### src/rtl/stack_alu_sequencer_pkg.sv
// stack_alu_pkg: opcodes, token kinds, error codes and FSM states for the stack ALU sequencer
package stack_alu_pkg;
  localparam logic [2:0] OP_NOP  = 3'b000;
  localparam logic [2:0] OP_ADD  = 3'b100;
  localparam logic [2:0] OP_MUL  = 3'b101;
  localparam logic [2:0] OP_PUSH = 3'b110;
  localparam logic [2:0] OP_POP  = 3'b111;
  localparam logic [1:0] TK_PUSH = 2'd0;
  localparam logic [1:0] TK_ADD  = 2'd1;
  localparam logic [1:0] TK_MUL  = 2'd2;
  localparam logic [1:0] TK_END  = 2'd3;
  localparam logic [1:0] ERR_OK     = 2'd0;
  localparam logic [1:0] ERR_FULL   = 2'd1;
  localparam logic [1:0] ERR_UNDER  = 2'd2;
  localparam logic [1:0] ERR_BADEND = 2'd3;
  typedef enum logic [2:0] {
    S_IDLE, S_ACCEPT, S_EXEC, S_CAPTURE, S_DRAIN, S_RESULT
  } state_t;
endpackage

### src/rtl/stack_alu_sequencer_if.sv
// stack_alu_sequencer_if: token stream in, result/error out, both valid/ready
interface stack_alu_sequencer_if #(parameter int N = 16);
  logic         tok_valid;
  logic         tok_ready;
  logic [1:0]   tok_kind;
  logic [N-1:0] tok_data;
  logic         res_valid;
  logic         res_ready;
  logic [N-1:0] res_data;
  logic         res_ovf;
  logic [1:0]   res_err;
  modport master (
    output tok_valid, tok_kind, tok_data, res_ready,
    input  tok_ready, res_valid, res_data, res_ovf, res_err
  );
  modport slave (
    input  tok_valid, tok_kind, tok_data, res_ready,
    output tok_ready, res_valid, res_data, res_ovf, res_err
  );
endinterface

### src/rtl/stack_alu_sequencer_tracker.sv
// stack_depth_tracker: mirrors the ALU stack depth from issued push/pop-style opcodes
module stack_depth_tracker #(
  parameter int DEPTH = 16,
  localparam int DW = $clog2(DEPTH + 1)
) (
  input  logic          clk,
  input  logic          rst,
  input  logic          inc,
  input  logic          dec,
  output logic [DW-1:0] depth,
  output logic          is_full,
  output logic          lt_two
);
  always_ff @(posedge clk or negedge rst)
    if (!rst) depth <= '0;
    else if (inc && !dec) depth <= depth + DW'(1);
    else if (dec && !inc) depth <= depth - DW'(1);
  assign is_full = depth == DW'(DEPTH);
  assign lt_two  = depth < DW'(2);
endmodule

### src/rtl/stack_alu_sequencer.sv
// stack_alu_sequencer: validates an RPN token stream and drives a stack ALU one opcode per cycle
module stack_alu_sequencer
  import stack_alu_pkg::*;
#(
  parameter int N = 16,
  parameter int DEPTH = 16
) (
  input  logic                 clk,
  input  logic                 rst,
  stack_alu_sequencer_if.slave bus,
  output logic [2:0]           alu_opcode,
  output logic [N-1:0]         alu_data,
  input  logic [N-1:0]         alu_result,
  input  logic                 alu_ovf,
  input  logic [4:0]           alu_sp
);
  localparam int DW = $clog2(DEPTH + 1);
  state_t state, nxt;
  logic [DW-1:0] depth;
  logic is_full, lt_two, inc, dec, set_err, ovf;
  logic [1:0] err, err_code;
  logic [N-1:0] res_q;
  stack_depth_tracker #(.DEPTH(DEPTH)) u_depth (
    .clk(clk), .rst(rst), .inc(inc), .dec(dec),
    .depth(depth), .is_full(is_full), .lt_two(lt_two)
  );
  always_comb begin
    nxt = state;
    alu_opcode = OP_NOP;
    alu_data = '0;
    inc = 1'b0;
    dec = 1'b0;
    set_err = 1'b0;
    err_code = ERR_OK;
    case (state)
      S_IDLE: nxt = S_ACCEPT;
      S_ACCEPT:
        if (bus.tok_valid)
          case (bus.tok_kind)
            TK_PUSH:
              if (is_full) begin
                set_err = 1'b1;
                err_code = ERR_FULL;
                nxt = S_DRAIN;
              end else begin
                alu_opcode = OP_PUSH;
                alu_data = bus.tok_data;
                inc = 1'b1;
              end
            TK_END:
              if (depth == DW'(1)) begin
                alu_opcode = OP_POP;
                dec = 1'b1;
                nxt = S_CAPTURE;
              end else begin
                set_err = 1'b1;
                err_code = ERR_BADEND;
                nxt = S_DRAIN;
              end
            default:
              if (lt_two) begin
                set_err = 1'b1;
                err_code = ERR_UNDER;
                nxt = S_DRAIN;
              end else begin
                alu_opcode = bus.tok_kind == TK_ADD ? OP_ADD : OP_MUL;
                dec = 1'b1;
                nxt = S_EXEC;
              end
          endcase
      S_EXEC: nxt = S_ACCEPT;
      S_CAPTURE: nxt = S_RESULT;
      S_DRAIN: begin
        // the last pop and the hand-off share a cycle, so N entries drain in N cycles
        alu_opcode = depth != '0 ? OP_POP : OP_NOP;
        dec = depth != '0;
        nxt = depth <= DW'(1) ? S_RESULT : S_DRAIN;
      end
      S_RESULT: nxt = bus.res_ready ? S_IDLE : S_RESULT;
      default: nxt = S_IDLE;
    endcase
  end
  always_ff @(posedge clk or negedge rst)
    if (!rst) begin
      state <= S_IDLE;
      ovf <= 1'b0;
      err <= ERR_OK;
      res_q <= '0;
    end else begin
      state <= nxt;
      if (state == S_IDLE) begin
        ovf <= 1'b0;
        err <= ERR_OK;
      end
      if (state == S_EXEC) ovf <= ovf | alu_ovf;
      if (set_err) err <= err_code;
      if (state == S_CAPTURE) res_q <= alu_result;
      if (state == S_DRAIN && depth <= DW'(1)) res_q <= '0;
    end
  assign bus.tok_ready = state == S_ACCEPT;
  assign bus.res_valid = state == S_RESULT;
  assign bus.res_data = res_q;
  assign bus.res_ovf = ovf;
  assign bus.res_err = err;
  a_sp_match: assert property (@(posedge clk) disable iff (!rst)
    state == S_ACCEPT |-> alu_sp == 5'(depth));
endmodule
### src/flat_wrapper.sv
// flat-port wrapper written by rule: the top's interface ports become plain ports
module stack_alu_sequencer_flat import stack_alu_pkg::*;
#(
  parameter int N = 16,
  parameter int DEPTH = 16
)
  (clk, rst, alu_opcode, alu_data, alu_result, alu_ovf, alu_sp, bus_tok_valid, bus_tok_kind, bus_tok_data, bus_res_ready, bus_tok_ready, bus_res_valid, bus_res_data, bus_res_ovf, bus_res_err);
  stack_alu_sequencer_if #(.N(N)) bus_i ();
  input  logic clk;
  input  logic rst;
  output logic [2:0] alu_opcode;
  output logic [N-1:0] alu_data;
  input  logic [N-1:0] alu_result;
  input  logic alu_ovf;
  input  logic [4:0] alu_sp;
  input wire logic [$bits(bus_i.tok_valid)-1:0] bus_tok_valid;
  input wire logic [$bits(bus_i.tok_kind)-1:0] bus_tok_kind;
  input wire logic [$bits(bus_i.tok_data)-1:0] bus_tok_data;
  input wire logic [$bits(bus_i.res_ready)-1:0] bus_res_ready;
  output wire logic [$bits(bus_i.tok_ready)-1:0] bus_tok_ready;
  output wire logic [$bits(bus_i.res_valid)-1:0] bus_res_valid;
  output wire logic [$bits(bus_i.res_data)-1:0] bus_res_data;
  output wire logic [$bits(bus_i.res_ovf)-1:0] bus_res_ovf;
  output wire logic [$bits(bus_i.res_err)-1:0] bus_res_err;
  assign bus_i.tok_valid = bus_tok_valid;
  assign bus_i.tok_kind = bus_tok_kind;
  assign bus_i.tok_data = bus_tok_data;
  assign bus_i.res_ready = bus_res_ready;
  assign bus_tok_ready = bus_i.tok_ready;
  assign bus_res_valid = bus_i.res_valid;
  assign bus_res_data = bus_i.res_data;
  assign bus_res_ovf = bus_i.res_ovf;
  assign bus_res_err = bus_i.res_err;
  stack_alu_sequencer #(.N(N), .DEPTH(DEPTH)) u_core (.clk(clk), .rst(rst), .bus(bus_i), .alu_opcode(alu_opcode), .alu_data(alu_data), .alu_result(alu_result), .alu_ovf(alu_ovf), .alu_sp(alu_sp));
endmodule
### config.mk
export PLATFORM = sky130hd
export DESIGN_NAME = stack_alu_sequencer_flat
export DESIGN_NICKNAME = d
export VERILOG_FILES = /design/src/rtl/stack_alu_sequencer_pkg.sv /design/src/rtl/stack_alu_sequencer_if.sv /design/src/rtl/stack_alu_sequencer_tracker.sv /design/src/rtl/stack_alu_sequencer.sv /design/src/flat_wrapper.sv
export SDC_FILE = /design/constraint.sdc
export NUM_CORES = 1
export LEC_CHECK = 0
export BUFFER_PORTS_ARGS = -buffer_cell sky130_fd_sc_hd__buf_2
export CAP_MARGIN = 15
export CORE_UTILIZATION = 49
export DETAILED_ROUTE_END_ITERATION = 10
export GPL_TIMING_DRIVEN = 0
export PLACE_DENSITY = 0.86
export SYNTH_ARGS = -nofsm -noshare
export SYNTH_HDL_FRONTEND = slang
export SYNTH_SLANG_ARGS = --single-unit
### constraint.sdc
create_clock -name clk -period 3.3 [get_ports clk]
set_clock_uncertainty 0.05 [all_clocks]
set_input_delay 0.66 -clock clk [delete_from_list [all_inputs] [get_ports clk]]
set_output_delay 0.66 -clock clk [all_outputs]
set_load 0.01 [all_outputs]
==> flow_summary.yaml, run 1 <==
outcome:
  status: "finished, final reports clean"
synthesis:
  syn_area_um2: 1620
  yosysSeqAreaShare: 0.418
  syn_inst: 183
  synth_fp_nets: 235
  ys_ff_latch: 27
  postSynthAreaPerCell_um2: 8.84
  yosysUniqueCellTypes: 40
  synth_warnings: 0
finish:
  fin_cells: 309
  layout-drive-gt1-share: 0.377
  antennaDiodeCount: 0
  final_cell_area_um2: 2090
  nets: 318
  fillerInstances: 296
  final_util: 0.673
  area_growth_pct: 29.2
power_and_ir_drop:
  power.density_nw_per_um2: 740
  report.power.total_mw: 1.55
  cellLeakagePower_nw: 1.15
  ir_worst_vdd_mv: 0.289
clock_network:
  cts_setup_buffers: 0
  ctsHoldBuffers: 0
  postCtsResizedCells: 0
  numCtsBuffers: 3
  root_buffer: "clkbuf_4"
  clk_path_buf_depth: 2
  clock-sinks: 27
  clk_pin_slew_ns: 0.13
  clock_latency_ns: 0.30
  cts_tree: "built"
  htreeDepth: 1
placement:
  gp_congestion: 0.919
  placed_cells: 305
  post-place-ws_ns: 0.641
  placed_area_um2: 2060
  dpl.hpwl_um: 2680
  numPortBuffers: 78
setup_path:
  startpoint_type: "flip-flop"
  required_ns: 2.59
  path_class: "reg -> out"
  arrival_ns: 2.21
  cp-end-kind: "primary output"
  cp_max_fo: 6
routing:
  wl_um: 3410
  first_pass_iters: 4
  drt_iter0_markers: 102
  vias: 1559
  ant_nets: 0
  vias_per_cell: 5.05
  post-route-drc-count: 0
  wl_per_cell_um: 11.0
job:
  maxCapViolations: 0
grt:
  antenna_found_initial: 0
  grt_pass1_wl_um: 5530
  overflow: 0
  grt_util_all_layers: 0.203
  grt_pass1_vias: 1369
  grt_max_degree: 28
sta:
  min_period_over_period: 0.883
  slew_viol_final: 0
  min_period_ns: 2.92
  fmax_mhz: 343
  setup_viol: 0
  rsz0062_at_grt: "no"
  tns_ns: 0
  fin_ws_ns: 0.385
  maxSlewHeadroom: 0.608
  hold_violations: 0
  hold-worst-slack_ns: 0.279
  worst_pin_slew_ns: 0.588
floorplan:
  core_area_um2: 3100
  fp.dieArea_um2: 3540
  fp.dieW_um: 59.5
  io_pins: 84
  rows: 20
  initial_core_util: 0.521
  die_y_um: 59.5
hold_path:
  holdCritPathClass: "in -> async"
layout by cell type, fill, tap and decap left out, types with 2 or more instances in the layout:
| cell type | Yosys | final |
|---|---|---|
| buf_2 | 3 | 81 |
| nand2_1 | 41 | 41 |
| and2_1 | 16 | 16 |
| clkbuf_1 | 2 | 3 |
| xor2_1 | 4 | 4 |
| inv_1 | 6 | 6 |
| nand4_1 | 3 | 3 |
| dfrtp_1 | 27 | 27 |
| a21oi_1 | 22 | 22 |
| buf_6 | 3 | 3 |
| nand3_1 | 3 | 3 |
| clkbuf_4 | 0 | 3 |
| o21ai_0 | 5 | 5 |
| nand2b_1 | 2 | 2 |
| ha_1 | 8 | 8 |
| and3_1 | 2 | 2 |
| a21o_1 | 2 | 2 |
| nor3_1 | 3 | 3 |
| nor2_1 | 9 | 9 |
logic make-up (layout without fill, tap and decap cells):
group	count (synthesis)	count (layout)	synth area share
simple gates	87	87	0.281
compound gates	39	39	0.150
flops	27	27	0.418
buf+inv	16	98	0.0565
fa+ha+maj	8	8	0.0619
xor+xnor	5	5	0.0271
mux	1	1	0.00619
power breakdown:
| group | internal, mW | leakage [nW] | switching [mW] | total, mW |
|---|---|---|---|---|
| clock network | 0.0471 | 0.0150 | 0.0879 | 0.135 |
| registers | 0.487 | 0.332 | 0.110 | 0.597 |
| logic | 0.370 | 0.803 | 0.445 | 0.815 |
flip-flops by register name (all words and copies together) (netlist names):
register              cells
u_core.u_depth.depth      5
u_core.bus.res_ovf        1
u_core.bus.res_data      16
u_core.bus.res_err        2
u_core.state              3
routing by layer:
metal	vias to the layer above	routed length [um]	GRT usage
met2	77	1550	0.356
li1	779	-	-
met1	699	1570	0.251
met5	-	0	0
met4	0	30	0.0646
met3	4	270	0.0349
worst paths after layout:
kind | startpoint | endpoint | slack [ns] | depth (start not counted)
max in group asynchronous | rst | u_core.bus.res_data[14]$_DFFE_PN0P_ | 2.53 | 1
max | u_core.u_depth.depth[1]$_DFFE_PN0P_ | alu_opcode[2] | 0.38 | 7
min | rst | u_core.bus.res_data[5]$_DFFE_PN0P_ | 0.28 | 1
min reg2reg | u_core.bus.res_ovf$_DFFE_PN0P_ | u_core.bus.res_ovf$_DFFE_PN0P_ | 0.47 | 2
max reg2reg | u_core.u_depth.depth[1]$_DFFE_PN0P_ | u_core.u_depth.depth[4]$_DFFE_PN0P_ | 0.70 | 9
min in group clk | u_core.bus.res_ovf$_DFFE_PN0P_ | u_core.bus.res_ovf$_DFFE_PN0P_ | 0.47 | 2
synth_stat cells:
| master | n | area share |
|---|---|---|
| nand4_1 | 3 | 0.012 |
| ha_1 | 8 | 0.062 |
| buf_4 | 1 | 0.0046 |
| nor3b_4 | 1 | 0.012 |
| and3_1 | 2 | 0.0077 |
| buf_6 | 3 | 0.021 |
| or2_1 | 1 | 0.0039 |
| nor4b_2 | 1 | 0.0093 |
| mux2i_1 | 1 | 0.0062 |
| dfrtp_1 | 27 | 0.42 |
| o211ai_1 | 1 | 0.0046 |
| xor2_1 | 4 | 0.022 |
| nor3_1 | 3 | 0.0093 |
| o211a_1 | 1 | 0.0062 |
| nand2b_1 | 2 | 0.0077 |
| nand3b_1 | 1 | 0.0046 |
| xnor2_1 | 1 | 0.0054 |
| a21oi_2 | 1 | 0.0054 |
| buf_2 | 3 | 0.0093 |
| o21ai_1 | 1 | 0.0031 |
| a21o_1 | 2 | 0.0093 |
| nand3_1 | 3 | 0.0093 |
| a21oi_1 | 22 | 0.068 |
| or3_2 | 1 | 0.0046 |
| and2_1 | 16 | 0.062 |
| a21o_2 | 1 | 0.0054 |
| o21ai_0 | 5 | 0.015 |
| or3b_4 | 1 | 0.0070 |
| nor2_1 | 9 | 0.021 |
| inv_1 | 6 | 0.014 |
| nand2_1 | 41 | 0.095 |
| or4b_4 | 1 | 0.0085 |
| o31ai_1 | 1 | 0.0046 |
| o41ai_2 | 1 | 0.010 |
| a311oi_1 | 1 | 0.0054 |
| clkbuf_1 | 2 | 0.0046 |
| o311a_2 | 1 | 0.0070 |
| clkbuf_2 | 1 | 0.0031 |
| a31o_2 | 1 | 0.0054 |
| and4bb_2 | 1 | 0.0077 |
worst max-delay path, cell delays in order, from the launching register on:
cell and delay [ns]:
dfrtp_1 0.48, inv_1 0.14, ha_1 0.18, or4b_4 0.49
o21ai_0 0.27, a21oi_1 0.15, nand2_1 0.07, buf_2 0.12
final cells by class:
| class | instances | area [um^2] | area share |
|---|---|---|---|
| Multi-Input combinational cell | 140 | 851 | 0.407 |
| Sequential cell | 27 | 676 | 0.323 |
| Timing Repair Buffer | 78 | 390 | 0.187 |
| Buffer | 10 | 68.8 | 0.0329 |
| Tap cell | 44 | 55.1 | 0.0263 |
| Clock buffer | 4 | 26.3 | 0.0126 |
| Inverter | 6 | 22.5 | 0.0108 |
(Power assumes the default switching activity.)
==> inputs of run 2 (changes only) <==
--- a/config.mk
+++ b/config.mk
@@ -7,10 +7,10 @@
 export LEC_CHECK = 0
 export BUFFER_PORTS_ARGS = -buffer_cell sky130_fd_sc_hd__buf_2
 export CAP_MARGIN = 15
-export CORE_UTILIZATION = 49
+export CORE_UTILIZATION = 45
 export DETAILED_ROUTE_END_ITERATION = 10
 export GPL_TIMING_DRIVEN = 0
-export PLACE_DENSITY = 0.86
+export PLACE_DENSITY = 0.8
 export SYNTH_ARGS = -nofsm -noshare
 export SYNTH_HDL_FRONTEND = slang
 export SYNTH_SLANG_ARGS = --single-unit
==> constraint.sdc (replaced) <==
create_clock -name clk -period 3.75 [get_ports clk]
set_clock_uncertainty 0.05 [all_clocks]
set_input_delay 0.75 -clock clk [delete_from_list [all_inputs] [get_ports clk]]
set_output_delay 0.75 -clock clk [all_outputs]
set_load 0.01 [all_outputs]
==> run 2 against run 1 <==
  * Sequential cell count stayed put
  * Highest routed layer unchanged
  * Final cell count is 0.65% higher
  * Critical path type unchanged
  * Via count is 1.5% lower
  * Utilization is 5.5 points lower
  * Register-to-register slack better by 0.51 ns
  * Clock power is 7% lower
==> flow_summary.yaml, run 2 (same netlist as run 1, synthesis figures left out) <==
finish:
  fillerInstances: 302
  layout_common_cells: "81 x buf_2, 41 x nand2_1, 27 x dfrtp_1"
  area_growth_pct: 29.5
  nets: 318
  layout-drive-gt1-share: 0.381
  antennaDiodeCount: 0
  largest_reg_flops: 16
  final_util: 0.618
  final_common_cell: "buf_2"
power_and_ir_drop:
  power.density_nw_per_um2: 650
  ir_worst_vdd_mv: 0.264
  cellLeakagePower_nw: 1.15
  report.power.total_mw: 1.36
job:
  maxCapViolations: 0
placement:
  post-place-ws_ns: 0.953
  numPortBuffers: 78
  dpl.hpwl_um: 2690
  gp_congestion: 0.811
sta:
  rsz0062_at_grt: "no"
  fmax_mhz: 333
  slew_viol_final: 0
  fin_ws_ns: 0.745
  tns_ns: 0
  hold_violations: 0
  min_period_ns: 3.01
  setup_viol: 0
  min_period_over_period: 0.801
  maxSlewHeadroom: 0.609
  worst_pin_slew_ns: 0.587
hold_path:
  holdCritPathClass: "in -> async"
clock_network:
  root_buffer: "clkbuf_4"
  clock_latency_ns: 0.32
  postCtsResizedCells: 0
  cts_setup_buffers: 0
  ctsHoldBuffers: 0
  clk_pin_slew_ns: 0.15
  numCtsBuffers: 3
  clock-sinks: 27
  htreeDepth: 1
  clk_path_buf_depth: 2
  cts_tree: "built"
routing:
  drt_iter0_markers: 43
  first_pass_iters: 6
  post-route-drc-count: 0
  vias_per_cell: 4.94
  vias: 1535
  wl_um: 3470
  wl_per_cell_um: 11.2
  ant_nets: 0
grt:
  grtUsageMet2: 0.336
  grt_pass1_vias: 1327
  grt_max_degree: 28
  gr-usage-met1: 0.255
  grt_util_all_layers: 0.194
  met3_usage: 0.0207
  grt.busiest_layer: "met2"
  grt_pass1_wl_um: 5580
  antenna_found_initial: 0
  overflow: 0
setup_path:
  startpoint_type: "flip-flop"
  arrival_ns: 2.21
  cp_top_family: "simple AND/OR/NAND/NOR gates"
  cp_max_fo: 6
  critPathMaxStageDelay_ns: 0.49
  path_cells: "inv_1 -> ha_1 -> or4b_4 -> or2_1 -> o21ai_0 -> a21o_1 -> buf_2"
  required_ns: 2.95
  worst-path-buf-inv: 2
  path_class: "reg -> out"
  crit_path_top_delay_cell: "dfrtp_1"
  cp-end-kind: "primary output"
floorplan:
  die_y_um: 62.0
  initial_core_util: 0.477
  fp.dieArea_um2: 3840
  io_pins: 84
  core_area_um2: 3390
  fp.dieW_um: 62.0
  rows: 21
outcome:
  status: "finished, final reports clean"
==> run 2: changes by cell type in the layout (fill, tap and decap cells not counted) <==
cell,change
clkbuf_1,-1
clkinvlp_4,+1
==> run 2: cell type report <==
type                       instances  area [um^2]  share of cell area
buffer                            10         68.8              0.0328
timing repair buffer              78          390               0.186
multi-input combinational        140          851               0.406
inverter                           6         22.5              0.0107
clock inverter                     1         7.51             0.00358
tap                               46         57.6              0.0275
clock buffer                       3         22.5              0.0107
sequential                        27          676               0.322
==> run 2: worst register-to-register path, cell delays in order, from the launching register on <==
cell	delay, ns
dfrtp_1	0.49
inv_1	0.13
ha_1	0.18
or4b_4	0.48
o21ai_0	0.23
a21oi_1	0.13
ha_1	0.28
nand3b_1	0.19
a21oi_1	0.17
xor2_1	0.15
==> run 2: layer usage <==
layer	vias up	routed length (um)
li1	785	-
met1	690	1600
met2	58	1670
met3	2	168
met4	0	27
met5	-	0
==> run 2: power breakdown <==
| group | leakage [nW] | internal [mW] | total (mW) | switching (mW) |
|---|---|---|---|---|
| combinational | 0.803 | 0.325 | 0.715 | 0.389 |
| clock | 0.0139 | 0.0407 | 0.125 | 0.0847 |
| sequential | 0.332 | 0.428 | 0.523 | 0.0952 |
| total | 1.15 | 0.794 | 1.36 | 0.569 |
==> run 2: final timing paths <==
path                                                      from                             endpoint  slack (ns)  depth (start not counted)
min reg2reg                     u_core.bus.res_ovf$_DFFE_PN0P_       u_core.bus.res_ovf$_DFFE_PN0P_        0.47                          2
max                        u_core.u_depth.depth[1]$_DFFE_PN0P_                        alu_opcode[1]        0.74                          7
max in group asynchronous                                  rst   u_core.bus.res_data[5]$_DFFE_PN0P_        2.91                          1
min in group clk                u_core.bus.res_ovf$_DFFE_PN0P_       u_core.bus.res_ovf$_DFFE_PN0P_        0.47                          2
min                                                        rst   u_core.bus.res_data[4]$_DFFE_PN0P_        0.36                          1
max reg2reg                u_core.u_depth.depth[1]$_DFFE_PN0P_  u_core.u_depth.depth[4]$_DFFE_PN0P_        1.21                          9
==> run 2: metrics by stage <==
| step | std cells | instance area (um^2) | hold slack (ns) |
|---|---|---|---|
| final | 311 | 2100 | 0.361 |
| after global routing | 311 | 2100 | 0.384 |
| after CTS | 311 | 2100 | 0.369 |
| after detailed placement | 307 | 2070 | 0.437 |
| after global placement | 307 | 2070 | 0.428 |
| after floorplan | 183 | 1620 | 0.404 |
